==> config.mk <==
export PLATFORM = sky130hd
export DESIGN_NAME = fpu_f32_mul_issue
export DESIGN_NICKNAME = d
export VERILOG_FILES = /design/src/rtl/fpu_f32_pkg.sv /design/src/rtl/fpu_f32_mul_result_fifo.sv /design/src/rtl/fpu_f32_mul_issue.sv
export SDC_FILE = /design/constraint.sdc
export NUM_CORES = 1
export LEC_CHECK = 0
export BUFFER_PORTS_ARGS = -buffer_cell sky130_fd_sc_hd__buf_2
export CAP_MARGIN = 10
export CELL_PAD_IN_SITES_DETAIL_PLACEMENT = 1
export CELL_PAD_IN_SITES_GLOBAL_PLACEMENT = 2
export CORE_UTILIZATION = 36
export DETAILED_ROUTE_END_ITERATION = 7
export PLACE_DENSITY_LB_ADDON = 0.1
export SETUP_SLACK_MARGIN = 0.15
export SLEW_MARGIN = 30
export SYNTH_ARGS = -nofsm -noshare
export SYNTH_HDL_FRONTEND = slang
export SYNTH_SLANG_ARGS = --single-unit
==> constraint.sdc <==
create_clock -name CLK -period 3.03 [get_ports CLK]
set_input_delay 0.1515 -clock CLK [delete_from_list [all_inputs] [get_ports CLK]]
set_output_delay 0.1515 -clock CLK [all_outputs]
set_load 0.02 [all_outputs]
==> src/rtl/fpu_f32_pkg.sv <==
// Shared FP32 definitions for the multiplier issue stage.
//   f32_t               : sign/exponent/mantissa view of an IEEE-754 single
//   F32_QNAN / F32_INF  : canonical quiet NaN and +infinity encodings
//   f32_classify()      : {is_zero, is_inf, is_nan} of one operand
//   f32_mul_special()   : {bypass, value} for operand pairs whose product
//                         is fixed by the special-value rules (NaN/inf/zero)
package fpu_f32_pkg;

    typedef struct packed {
        logic        sign;
        logic [7:0]  exp;
        logic [22:0] mant;
    } f32_t;

    typedef struct packed {
        logic is_zero;
        logic is_inf;
        logic is_nan;
    } f32_class_t;

    localparam logic [31:0] F32_QNAN = 32'h7FC0_0000;
    localparam logic [31:0] F32_INF  = 32'h7F80_0000;

    function automatic f32_class_t f32_classify(input f32_t x);
        f32_class_t c;
        c.is_zero = (x.exp == 8'h00) && (x.mant == 23'd0);
        c.is_inf  = (x.exp == 8'hFF) && (x.mant == 23'd0);
        c.is_nan  = (x.exp == 8'hFF) && (x.mant != 23'd0);
        return c;
    endfunction

    // Denormals classify as neither zero nor inf, so they fall through to
    // the real multiplier unless the other operand forces the result.
    function automatic logic [32:0] f32_mul_special(input f32_t a, input f32_t b);
        f32_class_t ca;
        f32_class_t cb;
        logic       s;
        ca = f32_classify(a);
        cb = f32_classify(b);
        s  = a.sign ^ b.sign;
        if (ca.is_nan || cb.is_nan)
            return {1'b1, F32_QNAN};
        if ((ca.is_inf && cb.is_zero) || (ca.is_zero && cb.is_inf))
            return {1'b1, F32_QNAN};
        if (ca.is_inf || cb.is_inf)
            return {1'b1, s, F32_INF[30:0]};
        if (ca.is_zero || cb.is_zero)
            return {1'b1, s, 31'd0};
        return {1'b0, 32'd0};
    endfunction

endpackage

==> src/rtl/fpu_f32_mul_result_fifo.sv <==
// First-word-fall-through result FIFO for the FP32 multiplier issue stage.
// Ports:
//   CLK, nRST        : clock, synchronous active-low reset
//   wr_en, wr_data   : push one entry (ignored when full)
//   rd_en            : pop the head (ignored when empty)
//   rd_data          : current head, forced to zero while empty
//   empty            : no entry present
// Pointers carry one extra MSB so full and empty are distinguishable when
// the index bits are equal.
module fpu_f32_mul_result_fifo #(
    parameter int DEPTH  = 4,
    parameter int DATA_W = 36
) (
    input  logic              CLK,
    input  logic              nRST,
    input  logic              wr_en,
    input  logic [DATA_W-1:0] wr_data,
    input  logic              rd_en,
    output logic [DATA_W-1:0] rd_data,
    output logic              empty
);
    localparam int AW = $clog2(DEPTH);

    logic [AW:0]       wr_ptr_q, wr_ptr_d;
    logic [AW:0]       rd_ptr_q, rd_ptr_d;
    logic [DATA_W-1:0] mem_q [DEPTH];
    logic              full;
    logic              do_wr;
    logic              do_rd;

    assign empty = (wr_ptr_q == rd_ptr_q);
    assign full  = (wr_ptr_q[AW] != rd_ptr_q[AW]) &&
                   (wr_ptr_q[AW-1:0] == rd_ptr_q[AW-1:0]);
    assign do_wr = wr_en && !full;
    assign do_rd = rd_en && !empty;

    // Zeroing the head while empty keeps stale memory off the outputs,
    // including straight after reset.
    assign rd_data = empty ? '0 : mem_q[rd_ptr_q[AW-1:0]];

    always_comb begin
        wr_ptr_d = wr_ptr_q;
        rd_ptr_d = rd_ptr_q;
        if (do_wr) wr_ptr_d = wr_ptr_q + (AW+1)'(1);
        if (do_rd) rd_ptr_d = rd_ptr_q + (AW+1)'(1);
    end

    always_ff @(posedge CLK) begin
        if (!nRST) begin
            wr_ptr_q <= '0;
            rd_ptr_q <= '0;
        end else begin
            wr_ptr_q <= wr_ptr_d;
            rd_ptr_q <= rd_ptr_d;
        end
    end

    always_ff @(posedge CLK) begin
        if (do_wr) mem_q[wr_ptr_q[AW-1:0]] <= wr_data;
    end

endmodule

==> src/rtl/fpu_f32_mul_issue.sv <==
// Issue / result-return stage around the FP32 multiplier datapath.
// Ports:
//   CLK, nRST                     : clock, synchronous active-low reset
//   REQ_VALID/REQ_READY           : request handshake
//   REQ_A, REQ_B, REQ_TAG         : operands and tag
//   MUL_A, MUL_B                  : registered operands to the multiplier
//   MUL_O                         : multiplier result (LATENCY cycles after MUL_A/B)
//   RES_VALID/RES_READY           : result handshake (FIFO head)
//   RES_O, RES_TAG                : result and its tag
// Build option: FPU_F32_MUL_SPECIAL_BYPASS_EN classifies operands on accept
// and substitutes the fixed NaN/inf/zero result for MUL_O when sampling.
module fpu_f32_mul_issue
    import fpu_f32_pkg::*;
#(
    parameter int LATENCY    = 0,
    parameter int FIFO_DEPTH = 4,
    parameter int TAG_W      = 4
) (
    input  logic             CLK,
    input  logic             nRST,
    input  logic             REQ_VALID,
    output logic             REQ_READY,
    input  logic [31:0]      REQ_A,
    input  logic [31:0]      REQ_B,
    input  logic [TAG_W-1:0] REQ_TAG,
    output logic [31:0]      MUL_A,
    output logic [31:0]      MUL_B,
    input  logic [31:0]      MUL_O,
    output logic             RES_VALID,
    input  logic             RES_READY,
    output logic [31:0]      RES_O,
    output logic [TAG_W-1:0] RES_TAG
);
    localparam int OW = $clog2(FIFO_DEPTH + 1);

    logic [OW-1:0]             outstanding_q, outstanding_d;
    logic [31:0]               mul_a_q, mul_a_d;
    logic [31:0]               mul_b_q, mul_b_d;
    logic [LATENCY:0]          vld_q, vld_d;
    logic [LATENCY:0][TAG_W-1:0] tag_q, tag_d;
    logic                      accept;
    logic                      pop;
    logic                      fifo_empty;
    logic [31:0]               sample_val;

    // Counting in-flight ops together with buffered results means an
    // accepted op always has a FIFO slot reserved, so no overflow path exists.
    assign REQ_READY = nRST & (outstanding_q < OW'(FIFO_DEPTH));
    assign accept    = REQ_VALID & REQ_READY;
    assign pop       = RES_VALID & RES_READY;
    assign MUL_A     = mul_a_q;
    assign MUL_B     = mul_b_q;
    assign RES_VALID = !fifo_empty;

    always_comb begin
        outstanding_d = outstanding_q;
        case ({accept, pop})
            2'b10:   outstanding_d = outstanding_q + OW'(1);
            2'b01:   outstanding_d = outstanding_q - OW'(1);
            default: outstanding_d = outstanding_q;
        endcase

        mul_a_d = accept ? REQ_A : mul_a_q;
        mul_b_d = accept ? REQ_B : mul_b_q;

        vld_d    = '0;
        tag_d    = '0;
        vld_d[0] = accept;
        tag_d[0] = REQ_TAG;
        for (int i = 1; i <= LATENCY; i++) begin
            vld_d[i] = vld_q[i-1];
            tag_d[i] = tag_q[i-1];
        end
    end

    always_ff @(posedge CLK) begin
        if (!nRST) begin
            outstanding_q <= '0;
            mul_a_q       <= '0;
            mul_b_q       <= '0;
            vld_q         <= '0;
            tag_q         <= '0;
        end else begin
            outstanding_q <= outstanding_d;
            mul_a_q       <= mul_a_d;
            mul_b_q       <= mul_b_d;
            vld_q         <= vld_d;
            tag_q         <= tag_d;
        end
    end

`ifdef FPU_F32_MUL_SPECIAL_BYPASS_EN
    logic [LATENCY:0]        byp_q, byp_d;
    logic [LATENCY:0][31:0]  byp_val_q, byp_val_d;
    logic [32:0]             special;

    assign special = f32_mul_special(f32_t'(REQ_A), f32_t'(REQ_B));

    always_comb begin
        byp_d        = '0;
        byp_val_d    = '0;
        byp_d[0]     = accept & special[32];
        byp_val_d[0] = special[31:0];
        for (int i = 1; i <= LATENCY; i++) begin
            byp_d[i]     = byp_q[i-1];
            byp_val_d[i] = byp_val_q[i-1];
        end
        sample_val = byp_q[LATENCY] ? byp_val_q[LATENCY] : MUL_O;
    end

    always_ff @(posedge CLK) begin
        if (!nRST) begin
            byp_q     <= '0;
            byp_val_q <= '0;
        end else begin
            byp_q     <= byp_d;
            byp_val_q <= byp_val_d;
        end
    end
`else
    assign sample_val = MUL_O;
`endif

    fpu_f32_mul_result_fifo #(
        .DEPTH  (FIFO_DEPTH),
        .DATA_W (32 + TAG_W)
    ) u_fifo (
        .CLK     (CLK),
        .nRST    (nRST),
        .wr_en   (vld_q[LATENCY]),
        .wr_data ({sample_val, tag_q[LATENCY]}),
        .rd_en   (pop),
        .rd_data ({RES_O, RES_TAG}),
        .empty   (fifo_empty)
    );

endmodule

* After elaboration in Yosys (flattened, before gate mapping)
Memories as Yosys holds them, arrays and structs flattened. A register that Yosys moved wholly into a read port is not among the register bits.
Cells that the tools add are included.
** Operators by class
- Add/sub/neg operators :: 4
- Bitwise logic cells :: 3
- Shift operators :: 0
- Mux-type cells :: 6
- Multipliers :: 0
- Divide/modulo/power cells :: 0
- Equality and inequality tests :: 5
- Reduce and logical (&&, ||, !) cells :: 6
- Magnitude comparators :: 1
** Operator list (count)
- 2-to-1 mux 36 bit :: 1
- adder 3 x 1 -> 3 bit, second input constant :: 3
- one-hot mux 3 bit (2 select lines) :: 1
- 2-to-1 mux 2 bit :: 2
- AND 1 bit :: 3
- equality test 3 bit :: 1
- logical AND 1 bit :: 3
- < comparator 3 bit, second input constant :: 1
- subtractor 3 x 1 -> 3 bit, second input constant :: 1
- equality test 2 x 1 -> 1 bit, second input constant :: 1
- equality test 2 bit :: 1
- equality test 2 bit, second input constant :: 1
- logical NOT 1 bit :: 2
- 2-to-1 mux 1 bit :: 2
- nonzero test 2 bit :: 1
- != test 1 bit :: 1
** Word-level totals
- Input port bits :: 104
- Word-level logic and storage cells :: 33
- Bits in registers :: 78
- Memory bits (read-only) :: 0
- Bits in writable memories :: 144
- Memories kept :: 1
- Bits in latches :: 0
- Output and inout port bits :: 102
** Memory list
- u_fifo.mem_q :: words 4, bits a word 36, rd ports 1, clocked after Yosys merged registers in 1, write ports 1, RTL line fpu_f32_mul_result_fifo.sv:26 : logic [DATA_W-1:0] mem_q [DEPTH];

* Logic depth before layout (Yosys ltp)
Gate-level depths: netlist (run 1).
- Depth after elaboration :: 6
- Gate-level depth with buffers :: 11
- Gate-level depth less buffers :: 9

* Hierarchy
Synthesis (run 1) repeated with hierarchy kept, for this count alone.
** Unflattened totals
- Cells, all modules :: 607
- Area, all modules :: 8717.1 µm²
** Modules (own cells, without submodules)
- fpu_f32_mul_result_fifo :: instances 1, area an instance 6000.8 µm², cells each 296
- fpu_f32_mul_issue :: instances 1, area an instance 2716.4 µm², cells each 311

* Least setup slack after synthesis (run 1)
Ideal clock, no wire load.
- Kind :: register -> register
- Start point :: reg u_fifo.wr_ptr_q[1]
- End point :: reg outstanding_q[2]
- Cell stages (with the launch flop) :: 12
- Arrival :: 2.313 ns
- Data required time :: 2.960 ns
- Slack :: 0.647 ns
- Cell sequence :: dfxtp_1 -> buf_2 -> xor2_1 -> nor3_1 -> clkbuf_1 -> nor2_1 -> ha_1 -> inv_1 -> fa_1 -> xor2_1 -> or3_1 -> a21oi_1
** On the way
- Word-level cells in the longest chain between the ends :: 5
- Elaborated cells on any way between the ends :: 7
- Those cells by class :: 3 x eq/ne; 1 x mux; 1 x bitwise; 2 x reduce/logical
** RTL lines
- from (decl) :: RTL line fpu_f32_mul_result_fifo.sv:24 : logic [AW:0] wr_ptr_q, wr_ptr_d;
- from (signal assigned) :: RTL line fpu_f32_mul_result_fifo.sv:53 : wr_ptr_q <= wr_ptr_d;
- equality test 3 bit (*) :: RTL line fpu_f32_mul_result_fifo.sv:31 : assign empty = (wr_ptr_q == rd_ptr_q);
- logical NOT 1 bit (*) :: RTL line fpu_f32_mul_issue.sv:53 : assign RES_VALID = !fifo_empty;
- AND 1 bit (*) :: RTL line fpu_f32_mul_issue.sv:50 : assign pop = RES_VALID & RES_READY;
- equality test 2 x 1 -> 1 bit or equality test 2 bit (tied branches) :: RTL line fpu_f32_mul_issue.sv:57 : case ({accept, pop})
- one-hot mux 3 bit (2 select lines) or nonzero test 2 bit (tied branches)
- to (signal assigned) :: RTL line fpu_f32_mul_issue.sv:84 : outstanding_q <= outstanding_d;
- to (decl) :: RTL line fpu_f32_mul_issue.sv:36 : logic [OW-1:0] outstanding_q, outstanding_d;
Mark *: on every way between the ends. The rest lies on a longest branch, timed or not.
A chain may end at the register's enable or synchronous reset.

* Worst setup path in the final report (run 1)
Same ends and word-level chain as after synthesis.

==> run_results.csv, run 1 <==
group,metric,value,unit
run_status,status,"complete, no violations",
logic_synthesis,avgSynthCellArea,14.0,sq um
logic_synthesis,synthDistinctLibCells,36,
setup_path,reg2reg_slack,0.53,ns
pwr,power_per_cell_area,747,mW/mm^2
sta,drv_slew,0,
clocking,clk_pin_slew,0.06,ns
routing,drc,0,
clocking,ctsLongestPathBuffers,3,
setup_path,start_kind,"flip-flop",
setup_path,path_class,"reg -> reg",
sta,slew_headroom,50.6,%
job,maxCapViolCount,0,
floorplanning,core-area,0.0228,sq mm
routing,detail_route.wirelength,21700,um
clocking,cts_tree,"yes",
logic_synthesis,synth_top_cell_by_area,"edfxtp_1",
routing,ant_nets,0,
layout,diodes,0,
floorplanning,die_w,155,um
hold_path,hold_path.class,"in -> reg",
global_routing,antenna_found_initial,0,
routing,dr.first_iter.drc_count,226,
logic_synthesis,synth_commonest_cells,"edfxtp_1, nand2_1, dfxtp_1",
hold_path,holdCritStartpoint,"RES_READY",
sta,post-route-period-util,82.4,%
floorplanning,fp.dieArea,0.0241,sq mm
logic_synthesis,syn_area,0.00846,sq mm
sta,post-route-min-period,2.50,ns
floorplanning,die_y,155,um
setup_path,r2r_start,"u_fifo.wr_ptr_q[1]",
clocking,clkSinkCount,224,
sta,rsz0062_at_grt,"no",
logic_synthesis,ys_seq_elements,224,
sta,finClkSkew,0.00956,ns
sta,fmax,401,MHz
setup_path,cp_max_fo,9,
logic_synthesis,ys_top_cells_by_area,"edfxtp_1, dfxtp_1, mux4_2, nand2_1, nand3_1",
global_routing,track_usage,18.4,%
setup_path,rr_worst_depth,9,
global_routing,grt_pass1_wl,34700,um
setup_path,worstPathRequired,3.48,ns
pwr,ir_drop,0.417,mV
logic_synthesis,synth_warnings,0,
clocking,numCtsBuffers,25,
hold_path,hold_depth,3,
logic_synthesis,synth_nets,716,
placement,dp_cells,1100,
global_routing,grt_pass1_vias,6560,
routing,first_pass_iters,4,
logic_synthesis,ys_seq_area_share,70.0,%
routing,routed_via_density,4.77,
layout,nets,1025,
hold_path,hold-path-endpoint,"u_fifo.rd_ptr_q[0]",
sta,tns,0,ns
clocking,cts_resized,0,
global_routing,grt_max_degree,66,
clocking,cts_root_buffer,"clkbuf_16",
sta,finalSetupViolations,0,
sta,hold_viol,0,
pwr,p_total,8700,uW
logic_synthesis,synth_top_area_share,51.1,%
clocking,post-cts-setup-buffers,0,
routing,dr_total_vias,5941,
routing,wl_per_cell,17.5,um
sta,worst_slew_pin_slew,0.741,ns
clocking,clk_latency,0.52,ns
logic_synthesis,postSynthCellCount,605,
layout,fin_cells,1245,
layout,area_delta_synth_final,37.5,%
pwr,p_leak,0.00476,uW
placement,place.gp.congestion,0.811,
layout,drive_gt1_share,31.8,%
clocking,cts_hold_buf,100,
floorplanning,ioPinCount,206,
logic_synthesis,ys.flop_type,"edfxtp_1",
logic_synthesis,async_reset_ff_share,0,%
floorplanning,fp-row-count,55,
setup_path,end_kind,"flip-flop",
logic_synthesis,synth_most_common_cell,"edfxtp_1",
setup_path,worstPathArrival,2.94,ns
clocking,h-tree-depth,1,
placement,io_buffers,205,
placement,hpwl,13100,um
logic_synthesis,synth_edf_count,144,
global_routing,grt_overflow,0,
setup_path,reg2reg_to,"outstanding_q[2]",
floorplanning,start_util,37.0,%
-- layout make-up --
cell class	count	area, sq um
clock inverters	7	45.0
inverters	10	37.5
multi-input cells	335	2360
flip-flops and latches	224	5930
repair buffers	318	2160
clock buffers	38	716
well taps	313	392
fillers	2392	11200
-- flip-flops by register name, indices dropped and copies added, names as in the netlist, named ones only --
name,count
u_fifo.mem_q,144
MUL_B,32
u_fifo.wr_ptr_q,3
vld_q,1
tag_q,4
MUL_A,32
u_fifo.rd_ptr_q,3
outstanding_q,3
-- worst max-delay path, cell delays in order, from the launching register on --
cell,delay (ns)
dfxtp_1,0.50
xor2_1,0.41
nor3_2,0.10
nor2_1,0.12
ha_1,0.20
inv_1,0.07
fa_1,0.37
xor2_1,0.17
or3_1,0.32
a21oi_1,0.16
-- cells by family after synthesis --
family / count (synthesis) / share of synthesized area (%)
DFF: 224 / 70.0
adders and majority gates: 7 / 1.12
and+or+nand+nor: 266 / 14.6
buffers and inverters: 46 / 2.25
xor gates and xnor gates: 8 / 1.01
muxes: 36 / 9.58
AOI/OAI and AO/OA: 18 / 1.39
-- worst max path at each step --
stage	startpoint	endpoint	depth (start not counted)
2_1_floorplan	u_fifo.wr_ptr_q[1]	outstanding_q[2]	11
3_3_place_gp	u_fifo.wr_ptr_q[1]	outstanding_q[2]	9
3_5_place_dp	u_fifo.wr_ptr_q[1]	outstanding_q[2]	9
4_1_cts	u_fifo.wr_ptr_q[1]	RES_TAG[0]	5
5_1_grt	u_fifo.wr_ptr_q[1]	outstanding_q[2]	9
6_report	u_fifo.wr_ptr_q[1]	outstanding_q[2]	9
-- per-layer routing --
metal  wire length, um  track usage (%)  part of all wire (%)
met5                 0                0                     0
met4               476             5.37                   2.2
met3              1360             4.62                   6.3
met2             10900             32.7                    50
met1              9010             21.9                    41
-- placed cells by master, fill, tap and decap left out, types with 6 or more instances in the layout --
master	count
buf_4	10
dlygate4sd3_1	100
edfxtp_1	144
nand2_1	132
buf_2	205
nor2_1	7
clkbuf_16	26
dfxtp_1	78
nand3_1	67
ha_1	6
inv_1	9
mux4_2	36
clkbuf_1	10
nor2b_1	36
-- through the flow --
step | utilization [%] | setup slack, ns | instance area [sq um] | hold slack [ns]
2_1_floorplan | - | 0.647 | 8460 | 0.250
3_3_place_gp | 43.2 | 0.704 | 9880 | 0.333
3_5_place_dp | 43.2 | 0.573 | 9880 | 0.340
4_1_cts | 50.9 | 0.532 | 11600 | 0.0306
5_1_grt | 50.9 | 0.343 | 11600 | 0.0582
6_report | 50.9 | 0.534 | 11600 | 0.0711
-- power breakdown --
| part | internal [uW] | switching [uW] | leakage (uW) |
|---|---|---|---|
| Sequential | 3470 | 116 | 0.00197 |
| Clock | 1630 | 1160 | 0.000370 |
| Combinational | 955 | 1360 | 0.00242 |
Power figures use the tool's default switching activity.
==> run 2: changes to the inputs <==
CORE_UTILIZATION = 32   (was 36)
clock period = 2.05 ns   (was 3.03 ns; I/O delays follow)
==> run_results.csv, run 2 (synthesis results as in run 1) <==
group,metric,value,unit
run_status,status,"finished, violations left",
run_status,violations,"setup timing",
routing,dr.first_iter.drc_count,211,
floorplanning,start_util,32.6,%
sta,rsz0062_at_grt,"yes",
pwr,p_seq_share,36.5,%
clocking,h-tree-depth,1,
hold_path,hold_depth,3,
routing,drc,0,
clocking,cts_tree,"yes",
floorplanning,die_w,165,um
routing,dr_total_vias,5997,
layout,nets,1053,
placement,hpwl,13400,um
routing,first_pass_iters,4,
setup_path,worstPathRequired,1.95,ns
hold_path,hold_path.class,"in -> reg",
sta,hold-worst-slack,0.0548,ns
layout,final_cell_mix,"buf_2, edfxtp_1, nand2_1",
setup_path,rr_worst_depth,9,
global_routing,grt_overflow,0,
setup_path,worstPathArrival,1.98,ns
sta,finClkSkew,0.0115,ns
layout,layout_commonest_cell,"buf_2",
layout,area_delta_synth_final,46.4,%
setup_path,path_class,"reg -> out",
global_routing,antenna_found_initial,0,
setup_path,cpPeakStageDelay,0.48,ns
clocking,clkSinkCount,224,
layout,diodes,0,
global_routing,grt_max_degree,66,
clocking,clk_latency,0.51,ns
setup_path,r2r_start,"u_fifo.rd_ptr_q[0]",
placement,place.gp.congestion,0.777,
floorplanning,core-area,0.0260,sq mm
clocking,clk_pin_slew,0.06,ns
layout,largest_register_ffs,144,
floorplanning,ioPinCount,206,
floorplanning,fp-row-count,59,
pwr,comb_power_share,31.6,%
hold_path,hold-path-endpoint,"u_fifo.rd_ptr_q[2]",
sta,post-route-min-period,2.08,ns
pwr,p_int,10300,uW
sta,drv_slew,0,
pwr,switchingPower,4320,uW
layout,drive_gt1_share,36.3,%
placement,io_buffers,205,
layout,area.sequential,0.00595,sq mm
floorplanning,fp.dieArea,0.0271,sq mm
global_routing,grt_pass1_vias,6534,
sta,fmax,481,MHz
pwr,pwr-share-clk,32.0,%
setup_path,reg2reg_slack,-0.01,ns
pwr,switching_share,29.6,%
routing,ant_nets,0,
clocking,numCtsBuffers,25,
layout,n_fill_cell,2699,
floorplanning,die_y,165,um
global_routing,grt_pass1_wl,34500,um
clocking,cts_root_buffer,"clkbuf_16",
pwr,ir_drop,0.565,mV
sta,timing.final.ws_setup,-0.0295,ns
clocking,ctsLongestPathBuffers,3,
sta,hold_viol,0,
setup_path,cp_slowest_cell,"mux4_2",
setup_path,end_kind,"output pin",
setup_path,reg2reg_to,"outstanding_q[2]",
sta,slew_headroom,52.2,%
setup_path,crit_path_cell_trace,"buf_12 > buf_16 > mux4_2 > nor2b_1 > buf_4",
pwr,p_total,14600,uW
sta,finalSetupViolations,12,
routing,detail_route.wirelength,22700,um
setup_path,cp_max_fo,5,
setup_path,start_kind,"flip-flop",
routing,wl_per_cell,17.5,um
layout,multi_input_area,0.00243,sq mm
hold_path,holdCritStartpoint,"nRST",
sta,worst_slew_pin_slew,0.717,ns
pwr,power_per_cell_area,1180,mW/mm^2
pwr,p_leak,0.00505,uW
global_routing,track_usage,16.4,%
sta,post-route-period-util,101,%
routing,routed_via_density,4.63,
job,maxCapViolCount,0,
run 2: cell types whose count changed in the layout (fill, tap and decap cells not counted), sizes merged:
| cell | change |
|---|---|
| bufbuf | +1 |
| clkbuf | -10 |
| bufinv | +5 |
| clkinv | +1 |
| buf | +25 |
| dlygate4sd3 | +1 |
| clkinvlp | +5 |
run 2: critical path: cells and delay by family, from the launching register on:
family | cells | cell delay, ns
muxes | 1 | 0.48
DFF | 1 | 0.41
and+or+nand+nor | 1 | 0.14
buffers and inverters | 3 | 0.43
run 2: cell type report:
type	count	area share (%)
Multi-Input combinational cell	335	19.6
Clock buffer	27	5.11
Clock inverter	18	1.81
Sequential cell	224	48.0
Inverter	10	0.303
Tap cell	335	3.38
Timing Repair Buffer	346	21.7
run 2: metal layers:
metal	up-vias	global-route usage (%)	share of wire (%)
met4	0	5.30	2.0
met2	170	27.7	49
li1	2860	-	-
met1	2935	20.0	42
met3	32	4.85	7.3
met5	-	0	0
run 2: what timing repair did:
item,CTS,global route
endpoints found under the hold margin,198,0
setup buffers,6,1
hold buffers,101,0
resized for setup,27,17
pin swaps,3,0
cloned,5,2
setup endpoints to repair,39,85
run 2: how the worst max path moves through the flow:
stage	cells past startpoint	from	end	slack, ns
detailed placement	9	u_fifo.rd_ptr_q[1]	outstanding_q[2]	-0.06
CTS	5	flip-flop	RES_TAG[3]	-0.09
global route	5	flip-flop	RES_O[7]	-0.10
floorplan	11	u_fifo.wr_ptr_q[1]	outstanding_q[2]	-0.08
global placement	9	u_fifo.wr_ptr_q[2]	outstanding_q[2]	0.06
finish	5	flip-flop	RES_O[7]	-0.03
run 2: power groups by stage:
stage,combinational (uW),sequential (uW),clock [uW]
after floorplan,2130,5530,0
after global placement,3520,5370,0
after detailed placement,3570,5380,0
after CTS,4270,5310,4810
after global routing,4970,5350,4970
final,4600,5310,4660
run 2: per-stage QoR:
step,worst slack [ns],TNS (ns),util (%),cells,instance area [sq um]
floorplan,-0.0796,-0.0796,-,605,8530
global placement,0.0602,0,39.0,1135,10100
detailed placement,-0.0551,-0.0551,39.0,1135,10100
CTS,-0.0878,-1.22,47.3,1292,12300
global route,-0.104,-2.23,47.7,1295,12400
finish,-0.0295,-0.145,47.7,1295,12400
==> run 3: changes to the inputs <==
ABC_AREA = 1   (was default)
CORE_UTILIZATION = 30   (was 32)
==> run_results.csv, run 3 <==
group,metric,value,unit
run_status,status,"complete, no violations",
floorplanning,fp.dieArea,0.0299,sq mm
logic_synthesis,synth_top_area_share,49.4,%
routing,detail_route.wirelength,25200,um
sta,hold_viol,0,
global_routing,grt_overflow,0,
logic_synthesis,synth_nets,962,
clocking,cts_root_buffer,"clkbuf_16",
layout,final_util,45.1,%
setup_path,start_kind,"flip-flop",
routing,dr.first_iter.drc_count,296,
clocking,clk_latency,0.52,ns
clocking,clk_pin_slew,0.06,ns
clocking,ctsLongestPathBuffers,3,
clocking,cts_tree,"yes",
floorplanning,core-area,0.0287,sq mm
sta,post-route-min-period,1.88,ns
sta,rsz0062_at_grt,"yes",
floorplanning,die_y,173,um
sta,finClkSkew,0.0162,ns
sta,worst_slew_pin_slew,0.875,ns
logic_synthesis,ys_top_cells_by_area,"edfxtp_1, dfxtp_1, nand2_1, o21ai_1, nor2_1",
job,maxCapViolCount,0,
pwr,p_leak,0.00543,uW
setup_path,end_kind,"output pin",
floorplanning,ioPinCount,206,
global_routing,grt_pass1_vias,7042,
logic_synthesis,avgSynthCellArea,10.3,sq um
logic_synthesis,ys_seq_area_share,67.7,%
logic_synthesis,postSynthCellCount,851,
routing,drc,0,
routing,first_pass_iters,4,
sta,slew_headroom,41.6,%
setup_path,worstPathArrival,1.78,ns
routing,dr_total_vias,7039,
layout,nets,1298,
clocking,numCtsBuffers,25,
setup_path,worstPathRequired,1.95,ns
pwr,power_per_cell_area,1000,mW/mm^2
sta,fmax,532,MHz
pwr,ir_drop,0.452,mV
floorplanning,start_util,30.5,%
sta,finalSetupViolations,0,
setup_path,reg2reg_slack,0.21,ns
setup_path,cp_max_fo,9,
floorplanning,fp-row-count,62,
logic_synthesis,async_reset_ff_share,0,%
global_routing,antenna_found_initial,2,
routing,ant_nets,0,
hold_path,hold_path.class,"in -> reg",
placement,place.gp.congestion,0.676,
logic_synthesis,synth_edf_count,144,
logic_synthesis,ys_seq_elements,224,
logic_synthesis,syn_area,0.00875,sq mm
logic_synthesis,synth_top_cell_by_area,"edfxtp_1",
global_routing,grt_max_degree,130,
logic_synthesis,ys.flop_type,"edfxtp_1",
layout,drive_gt1_share,29.9,%
layout,n_fill_cell,3220,
placement,hpwl,13200,um
layout,layout_commonest_cell,"nand2_1",
logic_synthesis,synth_warnings,0,
setup_path,cpPeakStageDelay,0.36,ns
setup_path,cp_slowest_cell,"dfxtp_4",
logic_synthesis,synth_most_common_cell,"nand2_1",
global_routing,grt_pass1_wl,36100,um
routing,routed_via_density,4.42,
sta,drv_slew,0,
layout,final_cell_mix,"nand2_1, buf_2, edfxtp_1",
floorplanning,die_w,173,um
logic_synthesis,synthDistinctLibCells,21,
pwr,p_total,13000,uW
global_routing,track_usage,14.9,%
clocking,clkSinkCount,224,
placement,io_buffers,205,
setup_path,path_class,"reg -> out",
layout,area_delta_synth_final,47.9,%
setup_path,crit_path_cell_trace,"buf_12 > inv_16 > clkbuf_16 > nor2_1 > o21ai_1 > nand2_1 > inv_1 > buf_4",
logic_synthesis,synth_commonest_cells,"nand2_1, edfxtp_1, nor2_1",
routing,wl_per_cell,15.8,um
layout,largest_register_ffs,144,
clocking,h-tree-depth,1,
sta,post-route-period-util,91.8,%
run 3: cell count changes after synthesis, sizes merged, moves of 4 or more:
cell	delta
a21oi	+4
and2	-9
buf	+17
inv	+52
mux4	-36
nand2	+61
nand3	-59
nor2	+116
nor2b	-36
o21ai	+171
xor2	-5
run 3: power by group:
part / internal [uW] / switching [uW] / total, uW / leakage (uW)
clock network: 2430 / 1730 / 4160 / 0.000375
registers: 5080 / 130 / 5210 / 0.00198
logic: 1610 / 2000 / 3610 / 0.00308
total: 9110 / 3860 / 13000 / 0.00543
run 3: per-stage QoR:
step                instances  hold slack [ns]  TNS [ns]  area (sq um)  setup WS (ns)
global route             1591            0.272         0         12900         0.0749
CTS                      1559            0.233         0         12100          0.106
finish                   1592            0.225         0         12900          0.169
global placement         1409            0.304         0         10200          0.234
detailed placement       1409            0.314         0         10200          0.203
floorplan                 851            0.200    -12.98          8770         -0.120
run 3: kinds of logic (layout without fill, tap and decap cells):
group / after synthesis / after routing / synth area share (%)
AO/OA/AOI/OAI: 183 / 183 / 10.5
adder cells (fa/ha/maj): 7 / 7 / 1.09
buffers and inverters: 112 / 467 / 6.36
flip-flops: 224 / 224 / 67.7
other: 0 / 2 / 0
AND/OR/NAND/NOR: 325 / 325 / 14.4
run 3: final timing paths:
kind / end / depth (start not counted) / start
setup / recovery: RES_O[22] / 8 / flip-flop
setup reg to reg: outstanding_q[2] / 14 / u_fifo.rd_ptr_q[2]
hold reg to reg: MUL_B[20] / 2 / MUL_B[20]
hold / removal: vld_q / 3 / nRST
run 3: what timing repair did:
action | in CTS | in global routing
endpoints found under the hold margin | 200 | 0
setup buffers | 1 | 16
resized for setup | 19 | 163
endpoints found under the setup margin | 37 | 39
hold buffers | 101 | 0
gates cloned | 2 | 15
pin swaps | 2 | 29
run 3: area by class of cell:
cell class | count | area, sq um | share of cell area (%)
Timing Repair Buffer | 359 | 3030 | 23.4
Multi-Input combinational cell | 515 | 2470 | 19.1
Clock inverter | 13 | 85.1 | 0.657
Antenna cell | 2 | 5.00 | 0.0387
Sequential cell | 224 | 5950 | 45.9
Inverter | 62 | 254 | 1.96
Clock buffer | 33 | 676 | 5.22
Tap cell | 384 | 480 | 3.71
run 3: layer usage:
metal	global-route usage [%]	up-vias	part of all wire, %
li1	-	3507	-
met1	18.7	3324	44
met2	25.5	168	48
met3	3.98	38	6.0
met4	3.83	2	1.7
met5	0	-	0.067
run 3: critical path: cells and delay by family, from the launching register on:
kind            cells  cell delay, ns
simple gates        2            0.12
compound gates      1            0.17
flops               1            0.36
buf+inv             5            0.59
